<file path="src/rtl/imm_extend_pipe.sv">
// imm_extend_pipe: registered immediate extender with skid-buffered valid/ready stage
module imm_extend_pipe #(
  parameter int DATA_W = 32,
  parameter int BR_SHIFT = 2,
  parameter int CNT_W = 8
) (
  input  logic              clk,
  input  logic              reset,
  input  logic              in_valid,
  output logic              in_ready,
  input  logic [23:0]       instr,
  input  logic [2:0]        imm_src,
  input  logic              flush,
  output logic              out_valid,
  input  logic              out_ready,
  output logic [DATA_W-1:0] ext_imm,
  output logic              out_illegal,
  output logic [CNT_W-1:0]  illegal_count
);
  logic              main_valid, skid_valid, main_ill, skid_ill, ill, acc, main_load;
  logic [DATA_W-1:0] main_imm, skid_imm, imm, br;
  logic [31:0]       rot_src;
  logic [63:0]       rot_dbl;
  logic [4:0]        rot_amt;
  always_comb begin
    rot_src = {24'b0, instr[7:0]};
    rot_amt = {instr[11:8], 1'b0};
    rot_dbl = {rot_src, rot_src} >> rot_amt;
    br = {{(DATA_W-24){instr[23]}}, instr} << BR_SHIFT;
    ill = imm_src[2] & imm_src[1];
    imm = imm_src == 3'd0 ? DATA_W'(instr[7:0]) :
          imm_src == 3'd1 ? DATA_W'(instr[11:0]) :
          imm_src == 3'd2 ? br :
          imm_src == 3'd3 ? DATA_W'(rot_dbl[31:0]) :
          imm_src == 3'd4 ? {{(DATA_W-12){instr[11]}}, instr[11:0]} :
          imm_src == 3'd5 ? DATA_W'({instr[19:16], instr[11:0]}) : '0;
  end
  assign in_ready = !skid_valid;
  assign acc = in_valid && in_ready;
  assign main_load = !main_valid || out_ready;
  assign out_valid = main_valid;
  assign ext_imm = main_imm;
  assign out_illegal = main_ill;
  always_ff @(posedge clk) begin
    if (reset) begin
      main_valid <= 1'b0;
      skid_valid <= 1'b0;
      main_imm <= '0;
      main_ill <= 1'b0;
      skid_imm <= '0;
      skid_ill <= 1'b0;
      illegal_count <= '0;
    end else begin
      if (acc && ill && !flush && illegal_count != '1) illegal_count <= illegal_count + 1'b1;
      if (flush) begin
        main_valid <= 1'b0;
        skid_valid <= 1'b0;
      end else if (main_load) begin
        main_valid <= skid_valid || acc;
        skid_valid <= 1'b0;
        if (skid_valid || acc) begin
          main_imm <= skid_valid ? skid_imm : imm;
          main_ill <= skid_valid ? skid_ill : ill;
        end
      end else if (acc) begin
        skid_valid <= 1'b1;
        skid_imm <= imm;
        skid_ill <= ill;
      end
    end
  end
endmodule

</file>
<file path="config.mk">
export PLATFORM = sky130hd
export DESIGN_NAME = imm_extend_pipe
export DESIGN_NICKNAME = d
export VERILOG_FILES = /design/src/rtl/imm_extend_pipe.sv
export SDC_FILE = /design/constraint.sdc
export NUM_CORES = 1
export LEC_CHECK = 0
export ABC_AREA = 1
export ABC_CLOCK_PERIOD_IN_PS = 2200
export BUFFER_PORTS_ARGS = -buffer_cell sky130_fd_sc_hd__buf_2
export CORE_ASPECT_RATIO = 1.4
export CORE_UTILIZATION = 50
export DETAILED_ROUTE_END_ITERATION = 7
export GPL_ROUTABILITY_DRIVEN = 0
export GPL_TIMING_DRIVEN = 0
export PLACE_DENSITY = 0.78
export SLEW_MARGIN = 20
export SYNTH_ARGS = -nofsm -noshare
export SYNTH_HDL_FRONTEND = slang
export SYNTH_SLANG_ARGS = --single-unit
</file>
<file path="constraint.sdc">
create_clock -name clk -period 2.2 [get_ports clk]
set_input_delay 0.66 -clock clk [delete_from_list [all_inputs] [get_ports clk]]
set_output_delay 0.66 -clock clk [all_outputs]
set_load 0.01 [all_outputs]
</file>
==> impl_metrics.tcl, run 1 <==
set metrics [dict create \
    worst_path_max_delay_cell "sky130_fd_sc_hd__dfxtp_1" \
    num_vias 5048 \
    die_w_um 81.00 \
    ctsResizeCount 0 \
    skew_ns 0.005192 \
    first_pass_grt_wire_length_mm 21.11 \
    timing.critical_path.mode_cell "sky130_fd_sc_hd__buf_2" \
    synthFlopType "sky130_fd_sc_hd__dfxtp_1" \
    power_density_nw_per_um2 642.0 \
    tritoncts "done" \
    max_stage_delay_ns 0.35 \
    yosysUniqueCellTypes 41 \
    result_of_the_run "finished clean" \
    total_congestion_overflow 0 \
    syn_avg_cell_area_um2 6.276 \
    antenna_found_initial 0 \
    dieArea_um2 9119 \
    clk_path_buf_depth 2 \
    clkSinkCount 76 \
    timing_worst_slew_pin_value_ns 0.7205 \
    static-leakage-power_nw 2.585 \
    post_cts_setup_bufs 0 \
    timing.final.crit_share 0.9450 \
    finalSetupViolCount 0 \
    synth_edf_count 0 \
    ant_nets 0 \
    die_height_um 112.6 \
    grt_setup_unrepaired "no" \
    floorplan.rows 40 \
    crit_required_ns 1.54 \
    cts_hold_buffers 0 \
    post-route-min-period_ns 2.079 \
    htreeDepth 3 \
    worstSetupPathType "reg -> out" \
    clock_tree.root_cell "sky130_fd_sc_hd__clkbuf_16" \
    number_of_global_route_vias_before_repair 4577 \
    top_post_synthesis_cells_by_area "sky130_fd_sc_hd__dfxtp_1 35%, sky130_fd_sc_hd__nand2_1 16%, sky130_fd_sc_hd__nor2_1 8.9%" \
    synthArstFlopShare 0 \
    start_util 0.5134 \
    timing_hold_violations_final 0 \
    core_area_um2 8508 \
    post-dp-hpwl_mm 10.05 \
    gr-usage-all-layers 0.3011 \
    synthesis.yosys.warnings 0 \
    critical_path.cell_chain "inv_1 > buf_2 > buf_2 > buf_2" \
    holdCritPathClass "reg -> reg" \
    max_clock_freq_ghz 0.4810 \
    clk_transition_reported_paths_ns 0.06 \
    placement.io_buffers 69 \
    ys_ff_latch 76 \
    syn_inst 696 \
    placed_area_um2 4845 \
    synth-seq-area-share 0.3483 \
    total_power_mw 3.284 \
    pin_count_of_the_biggest_net_entering_global_routing 14 \
    antenna_cells_inserted 0 \
    synth_fp_nets 729 \
    io_pins 75 \
    critical_path_arrival_ns 1.42 \
    drc 0 \
    drv.max_cap_violation_count 0 \
    worstSetupStartpointType "register" \
    routed_via_density 5.698 \
    firstDrtPassIters 6 \
    cp_max_fo 10 \
    finalInstanceArea_um2 5115 \
    critPathCaptureType "primary output" \
    setup_total_negative_slack_ns 0 \
    worstSkewPairLatency_ns 0.34 \
    cell_with_the_most_instances_after_synthesis "sky130_fd_sc_hd__nand2_1" \
    area.growth.synth_to_final_pct 17.10 \
    area_fraction_of_the_dominant_cell_type_after_synthesis 0.3483 \
    numCtsBuffers 9 \
    report.final.slew_viol_count 0 \
    fin_nets 809 \
    synth_area_leader_cell "sky130_fd_sc_hd__dfxtp_1" \
    synth.top_cells.by_count "189 x sky130_fd_sc_hd__nand2_1, 103 x sky130_fd_sc_hd__nor2_1, 76 x sky130_fd_sc_hd__dfxtp_1" \
    ir_worst_vdd_v 0.0004392 \
    synth.cell_area_um2 4368 \
    final.fill_count 856 \
    relSlewSlack 0.5197 \
    drt_first_iter_violations 450 \
    wire_per_inst_um 14.91 \
    totalWireLength_mm 13.21 \
    layout_cells_sized_above_1 0.1729 \
]
[final cells by class]
cell class,count,area [µm²],share of cell area
clock buffers,10,229.0,0.04477
repair buffers,69,345.3,0.06751
multi-input cells,526,2435,0.4760
flip-flops and latches,76,1521,0.2975
well taps,105,131.4,0.02568
plain buffers,42,212.7,0.04159
clock inverters,6,41.29,0.008072
inverters,52,198.9,0.03889
[state kept, by name (all words and copies together), names as in the netlist]
signal         count
ext_imm           32
out_valid          1
skid_valid         1
out_illegal        1
illegal_count      8
skid_ill           1
skid_imm          32
[kinds of logic (layout without fill, tap and decap cells)]
family	after synthesis	after routing	synth area share
simple gates	370	370	0.3609
compound gates	154	154	0.1916
buf+inv	94	179	0.09424
flops	76	76	0.3483
fa+ha+maj	1	1	0.002864
xor+xnor	1	1	0.002006
[metal layers]
| metal | global-route usage | up-vias | share of wire | wire, µm |
|---|---|---|---|---|
| met5 | 0 | - | 0 | 0 |
| met4 | 0.1512 | 0 | 0.042 | 554 |
| met3 | 0.05447 | 59 | 0.081 | 1068 |
| met2 | 0.5132 | 278 | 0.49 | 6433 |
| met1 | 0.3525 | 2280 | 0.39 | 5154 |
| li1 | - | 2431 | - | - |
[power breakdown]
group / total, mW / leakage, nW / switching, mW / internal (mW)
registers: 1.44 / 0.616 / 0.0197 / 1.42
clock network: 1.34 / 0.124 / 0.578 / 0.760
logic: 0.509 / 1.84 / 0.345 / 0.164
total: 3.28 / 2.58 / 0.943 / 2.34
[cells in the final DEF (no fill, tap or decap), types with 4 or more instances in the layout]
| cell | n |
|---|---|
| sky130_fd_sc_hd__nand4_1 | 7 |
| sky130_fd_sc_hd__o21ai_0 | 40 |
| sky130_fd_sc_hd__a21oi_1 | 69 |
| sky130_fd_sc_hd__buf_4 | 4 |
| sky130_fd_sc_hd__nand2_1 | 189 |
| sky130_fd_sc_hd__inv_2 | 8 |
| sky130_fd_sc_hd__nor2_1 | 103 |
| sky130_fd_sc_hd__o21ai_1 | 19 |
| sky130_fd_sc_hd__nand3_1 | 45 |
| sky130_fd_sc_hd__dfxtp_1 | 76 |
| sky130_fd_sc_hd__clkbuf_1 | 20 |
| sky130_fd_sc_hd__inv_1 | 42 |
| sky130_fd_sc_hd__buf_2 | 83 |
| sky130_fd_sc_hd__o211ai_1 | 10 |
| sky130_fd_sc_hd__a31oi_1 | 4 |
| sky130_fd_sc_hd__clkbuf_16 | 9 |
| sky130_fd_sc_hd__nor3_1 | 8 |
[final timing paths]
check	from	endpoint	slack (ns)	cells past startpoint
setup reg to reg	out_valid$_SDFFE_PP0N_	skid_imm[17]$_SDFFE_PP0P_	0.33	7
hold / removal	ext_imm[23]$_SDFFE_PP0P_	ext_imm[23]$_SDFFE_PP0P_	0.46	2
setup / recovery	skid_valid$_SDFFE_PP0P_	in_ready	0.12	4
hold reg to reg	ext_imm[23]$_SDFFE_PP0P_	ext_imm[23]$_SDFFE_PP0P_	0.46	2
[critical path, delay by kind of cell, from the launching register on]
| family | cells | cell delay (ns) |
|---|---|---|
| buffers and inverters | 4 | 0.73 |
| DFF | 1 | 0.35 |
[through the flow]
stage / utilization / std cells / setup WS [ns] / hold slack [ns]
global route: 0.6012 / 886 / 0.07184 / 0.4819
finish: 0.6012 / 886 / 0.1211 / 0.4611
floorplan: - / 696 / 0.4418 / 0.4510
CTS: 0.6012 / 886 / 0.1263 / 0.4627
global placement: 0.5694 / 870 / -0.03474 / 0.4531
detailed placement: 0.5694 / 870 / -0.06433 / 0.4532
Note: power is estimated with default switching activity, not from simulation.
==> run 2, diff against run 1 <==
--- a/config.mk
+++ b/config.mk
@@ -13,7 +13,8 @@
 export DETAILED_ROUTE_END_ITERATION = 7
 export GPL_ROUTABILITY_DRIVEN = 0
 export GPL_TIMING_DRIVEN = 0
-export PLACE_DENSITY = 0.78
+export PLACE_DENSITY = 0.8
+export RECOVER_POWER = 50
 export SLEW_MARGIN = 20
 export SYNTH_ARGS = -nofsm -noshare
 export SYNTH_HDL_FRONTEND = slang
==> impl_metrics.tcl, run 2 (synthesized netlist as in run 1, its figures left out) <==
set metrics [dict create \
    result_of_the_run "finished clean" \
    worstSetupPathType "reg -> out" \
    clock_tree.root_cell "sky130_fd_sc_hd__clkbuf_16" \
    clkSinkCount 76 \
    holdCritPathClass "reg -> reg" \
    worst_r2r_path_depth 6 \
    holdPathStages 2 \
    antenna_cells_inserted 0 \
    holdCritStartpoint "ext_imm[3]$_SDFFE_PP0P_" \
    relSlewSlack 0.5469 \
    met3_length_mm 1.131 \
    cts_hold_buffers 0 \
    place.detailed.instances 870 \
    total_congestion_overflow 0 \
    critical_path.reg2reg.endpoint "ext_imm[1]$_SDFFE_PP0P_" \
    floorplan.rows 40 \
    highest-signal-layer "met4" \
    pin_count_of_the_biggest_net_entering_global_routing 13 \
    io_pins 75 \
    met2_wirelength_mm 6.537 \
    drt_first_iter_violations 534 \
    num_vias 5078 \
    fin_nets 809 \
    crit_required_ns 1.54 \
    clkPwrFrac 0.423 \
    switching_power_mw 0.9190 \
    post-route-min-period_ns 2.118 \
    core_area_um2 8508 \
    timing_hold_violations_final 0 \
    critical_path_arrival_ns 1.46 \
    dieArea_um2 9119 \
    numCtsBuffers 9 \
    combPwrFrac 0.149 \
    area.growth.synth_to_final_pct 16.04 \
    hold_end "ext_imm[3]$_SDFFE_PP0P_" \
    timing.rr.start "skid_valid$_SDFFE_PP0P_" \
    static-leakage-power_nw 2.423 \
    final.fill_count 863 \
    gr-usage-all-layers 0.3037 \
    timing_worst_slew_pin_value_ns 0.6796 \
    rrSetupSlack_ns 0.24 \
    die_w_um 81.00 \
    timing.final.crit_share 0.9627 \
    final_cell_mix "189 x sky130_fd_sc_hd__nand2_1, 103 x sky130_fd_sc_hd__nor2_1, 76 x sky130_fd_sc_hd__dfxtp_1" \
    clk_transition_reported_paths_ns 0.05 \
    grt_setup_unrepaired "no" \
    placement.io_buffers 69 \
    post-dp-hpwl_mm 10.02 \
    totalWireLength_mm 13.56 \
    routed_via_density 5.731 \
    antenna_found_initial 0 \
    layout_cells_sized_above_1 0.1140 \
    tritoncts "done" \
    skew_ns 0.004561 \
    final_common_cell "sky130_fd_sc_hd__nand2_1" \
    routedLengthMet1_mm 5.245 \
    first_pass_grt_wire_length_mm 21.40 \
    post_cts_setup_bufs 0 \
    htreeDepth 3 \
    fin_hold_ws_ns 0.4603 \
    die_height_um 112.6 \
    fin_util 0.5957 \
    drc 0 \
    worst_path_max_delay_cell "sky130_fd_sc_hd__dfxtp_1" \
    ctsResizeCount 0 \
    pint_mw 2.444 \
    finalSetupViolCount 0 \
    worstSetupStartpointType "register" \
    power_density_nw_per_um2 663.6 \
    worstSkewPairLatency_ns 0.34 \
    firstDrtPassIters 8 \
    wire_per_inst_um 15.31 \
    critical_path.cell_chain "inv_1 > buf_2 > buf_2 > buf_2" \
    worst_setup_path_startpoint "skid_valid$_SDFFE_PP0P_" \
    drv.max_cap_violation_count 0 \
    ir_worst_vdd_v 0.0004406 \
    timing.critical_path.mode_cell "sky130_fd_sc_hd__buf_2" \
    start_util 0.5134 \
    finalNonFillerCells 886 \
    cp_max_fo 10 \
    power.share.sequential 0.428 \
    ant_nets 0 \
    report.final.slew_viol_count 0 \
    critPathCaptureType "primary output" \
    sw_frac_of_total 0.2732 \
    clk_path_buf_depth 2 \
    number_of_global_route_vias_before_repair 4602 \
    max_stage_delay_ns 0.36 \
    max_clock_freq_ghz 0.4721 \
]
==> run 2: per-layer routing <==
metal | vias up | track usage
li1 | 2429 | -
met1 | 2329 | 0.3655
met2 | 259 | 0.4997
met3 | 61 | 0.05772
met4 | 0 | 0.1631
met5 | - | 0
==> run 2: final cells by class <==
class                      instances  area [µm²]  area share
clock buffer                      11       232.7     0.04591
buffer                            42       212.7     0.04196
inverter                          52       198.9     0.03925
timing repair buffer              69       292.8     0.05776
clock inverter                     5       52.55     0.01037
sequential                        76        1521      0.3002
multi-input combinational        526        2426      0.4786
tap                              105       131.4     0.02592
==> run 2: worst max path at each step <==
stage	endpoint	slack, ns
after floorplan	illegal_count[5]$_SDFFE_PP0P_	0.44
after detailed placement	skid_imm[1]$_SDFFE_PP0P_	-0.06
after global placement	skid_imm[18]$_SDFFE_PP0P_	-0.005
after global routing	in_ready	0.03
after CTS	in_ready	0.10
final	in_ready	0.08
==> run 2: worst max-delay path: cells and delay by family (launching register included) <==
family	cells	cell delay, ns
buffers and inverters	4	0.76
DFF	1	0.36
==> run 2: power groups by stage <==
stage                     sequential [mW]  clock [mW]  combinational, mW
final                                1.44        1.42              0.502
after global routing                 1.44        1.49              0.553
after CTS                            1.44        1.43              0.498
after detailed placement             1.47           0              0.495
after global placement               1.46           0              0.484
after floorplan                      1.48           0              0.314
==> run 2: through the flow <==
stage | area [µm²] | worst slack [ns] | setup TNS (ns) | total power [mW]
global placement | 4845 | -0.005156 | -0.01168 | 1.949
detailed placement | 4845 | -0.06061 | -0.4554 | 1.961
floorplan | 4368 | 0.4418 | 0 | 1.794
CTS | 5130 | 0.1047 | 0 | 3.365
global route | 5069 | 0.03333 | 0 | 3.490
finish | 5069 | 0.08199 | 0 | 3.363
==> run 3, diff against run 2 <==
--- a/config.mk
+++ b/config.mk
@@ -6,7 +6,7 @@
 export NUM_CORES = 1
 export LEC_CHECK = 0
 export ABC_AREA = 1
-export ABC_CLOCK_PERIOD_IN_PS = 2200
+export ABC_CLOCK_PERIOD_IN_PS = 2000
 export BUFFER_PORTS_ARGS = -buffer_cell sky130_fd_sc_hd__buf_2
 export CORE_ASPECT_RATIO = 1.4
 export CORE_UTILIZATION = 50
==> constraint.sdc (replaced) <==
create_clock -name clk -period 2 [get_ports clk]
set_input_delay 0.6 -clock clk [delete_from_list [all_inputs] [get_ports clk]]
set_output_delay 0.6 -clock clk [all_outputs]
set_load 0.01 [all_outputs]
==> impl_metrics.tcl, run 3 (synthesized netlist as in run 1, its figures left out) <==
set metrics [dict create \
    result_of_the_run "finished clean" \
    gr-usage-all-layers 0.3035 \
    start_util 0.5134 \
    holdCritPathClass "reg -> reg" \
    die_height_um 112.6 \
    drc 0 \
    worstSetupPathType "reg -> out" \
    clk_path_buf_depth 2 \
    antenna_found_initial 0 \
    grt_setup_unrepaired "no" \
    static-leakage-power_nw 2.416 \
    total_congestion_overflow 0 \
    worstSetupStartpointType "register" \
    timing.final.crit_share 0.9599 \
    clkSinkCount 76 \
    timing_hold_violations_final 0 \
    floorplan.rows 40 \
    wire_per_inst_um 15.31 \
    power_density_nw_per_um2 730.3 \
    clock_tree.root_cell "sky130_fd_sc_hd__clkbuf_16" \
    setup_total_negative_slack_ns 0 \
    ir_worst_vdd_v 0.0004830 \
    ant_nets 0 \
    worst_path_max_delay_cell "sky130_fd_sc_hd__dfxtp_1" \
    clk_transition_reported_paths_ns 0.06 \
    routed_via_density 5.712 \
    die_w_um 81.00 \
    numCtsBuffers 9 \
    num_vias 5055 \
    fin_nets 808 \
    report.final.slew_viol_count 0 \
    max_clock_freq_ghz 0.5209 \
    crit_required_ns 1.40 \
    core_area_um2 8508 \
    relSlewSlack 0.5435 \
    cp_max_fo 19 \
    worstPathBufferInverterCount 3 \
    critPathCaptureType "primary output" \
    max_stage_delay_ns 0.35 \
    timing.critical_path.mode_cell "sky130_fd_sc_hd__buf_2" \
    drv.max_cap_violation_count 0 \
    final_cell_mix "189 x sky130_fd_sc_hd__nand2_1, 104 x sky130_fd_sc_hd__nor2_1, 76 x sky130_fd_sc_hd__dfxtp_1" \
    post-route-min-period_ns 1.920 \
    io_pins 75 \
    placed_area_um2 4845 \
    drt_first_iter_violations 494 \
    final_common_cell "sky130_fd_sc_hd__nand2_1" \
    dieArea_um2 9119 \
    area.growth.synth_to_final_pct 15.84 \
    finalInstanceArea_um2 5060 \
    placement.io_buffers 69 \
    number_of_global_route_vias_before_repair 4597 \
    post-dp-hpwl_mm 10.02 \
    finalSetupViolCount 0 \
    worstSkewPairLatency_ns 0.34 \
    critical_path_arrival_ns 1.32 \
    timing_worst_slew_pin_value_ns 0.6847 \
    htreeDepth 3 \
    skew_ns 0.006251 \
    firstDrtPassIters 7 \
    first_pass_grt_wire_length_mm 21.40 \
    post_cts_setup_bufs 0 \
    pin_count_of_the_biggest_net_entering_global_routing 20 \
    layout_cells_sized_above_1 0.1128 \
    antenna_cells_inserted 0 \
    totalWireLength_mm 13.55 \
    path_delay_family "buffers and inverters" \
    critical_path.cell_chain "inv_1 > buf_2 > buf_2" \
    tritoncts "done" \
]
==> run 3: repair_timing <==
item | 4_1_cts | 5_1_grt
setup endpoints to repair | 1 | 0
gates resized for setup | 0 | 0
hold buffers | 0 | 0
==> run 3: final cells by class <==
cell class / count / area, µm²
Buffer: 41 / 206.4
Clock buffer: 11 / 232.7
Clock inverter: 5 / 52.55
Fill cell: 863 / 3448
Inverter: 52 / 198.9
Multi-Input combinational cell: 526 / 2424
Sequential cell: 76 / 1521
Tap cell: 105 / 131.4
Timing Repair Buffer: 69 / 292.8
==> run 3: worst paths after layout <==
path                                         startpoint                       end  slack (ns)  depth (start not counted)
worst max-delay path            skid_valid$_SDFFE_PP0P_                  in_ready        0.08                          3
worst min-delay path            ext_imm[3]$_SDFFE_PP0P_   ext_imm[3]$_SDFFE_PP0P_        0.46                          2
worst max register to register   out_valid$_SDFFE_PP0N_  skid_imm[1]$_SDFFE_PP0P_        0.12                          8
worst min register to register  ext_imm[3]$_SDFFE_PP0P_   ext_imm[3]$_SDFFE_PP0P_        0.46                          2
==> run 3: routing by layer <==
metal / track usage / part of all wire / up-vias
met5: 0 / 0 / -
met2: 0.4992 / 0.48 / 284
met4: 0.1631 / 0.047 / 0
met1: 0.3655 / 0.39 / 2287
met3: 0.05772 / 0.086 / 56
li1: - / - / 2428
==> run 3: report_power, final <==
group | total, mW | switching (mW) | internal, mW
Clock | 1.56 | 0.601 | 0.959
Combinational | 0.553 | 0.382 | 0.171
Sequential | 1.58 | 0.0232 | 1.56
==> run 3: worst register-to-register path: stages, from the launching register on <==
cell and delay [ns]:
sky130_fd_sc_hd__dfxtp_1 0.33, sky130_fd_sc_hd__inv_1 0.04, sky130_fd_sc_hd__nor2_1 0.14, sky130_fd_sc_hd__inv_1 0.10, sky130_fd_sc_hd__nor4_2 0.40, sky130_fd_sc_hd__buf_2 0.34, sky130_fd_sc_hd__inv_2 0.14, sky130_fd_sc_hd__o21ai_0 0.23
sky130_fd_sc_hd__inv_1 0.05
==> run 3: metrics by stage <==
step / utilization / worst slack [ns] / cells / hold WS [ns] / total power, mW
after floorplan: - / 0.3018 / 696 / 0.4510 / 1.974
after global placement: 0.5694 / -0.1452 / 870 / 0.4532 / 2.144
after detailed placement: 0.5694 / -0.2006 / 870 / 0.4536 / 2.157
after CTS: 0.6024 / 0.06813 / 885 / 0.4625 / 3.702
after global routing: 0.5947 / 0.006804 / 885 / 0.4868 / 3.838
final: 0.5947 / 0.08011 / 885 / 0.4608 / 3.695
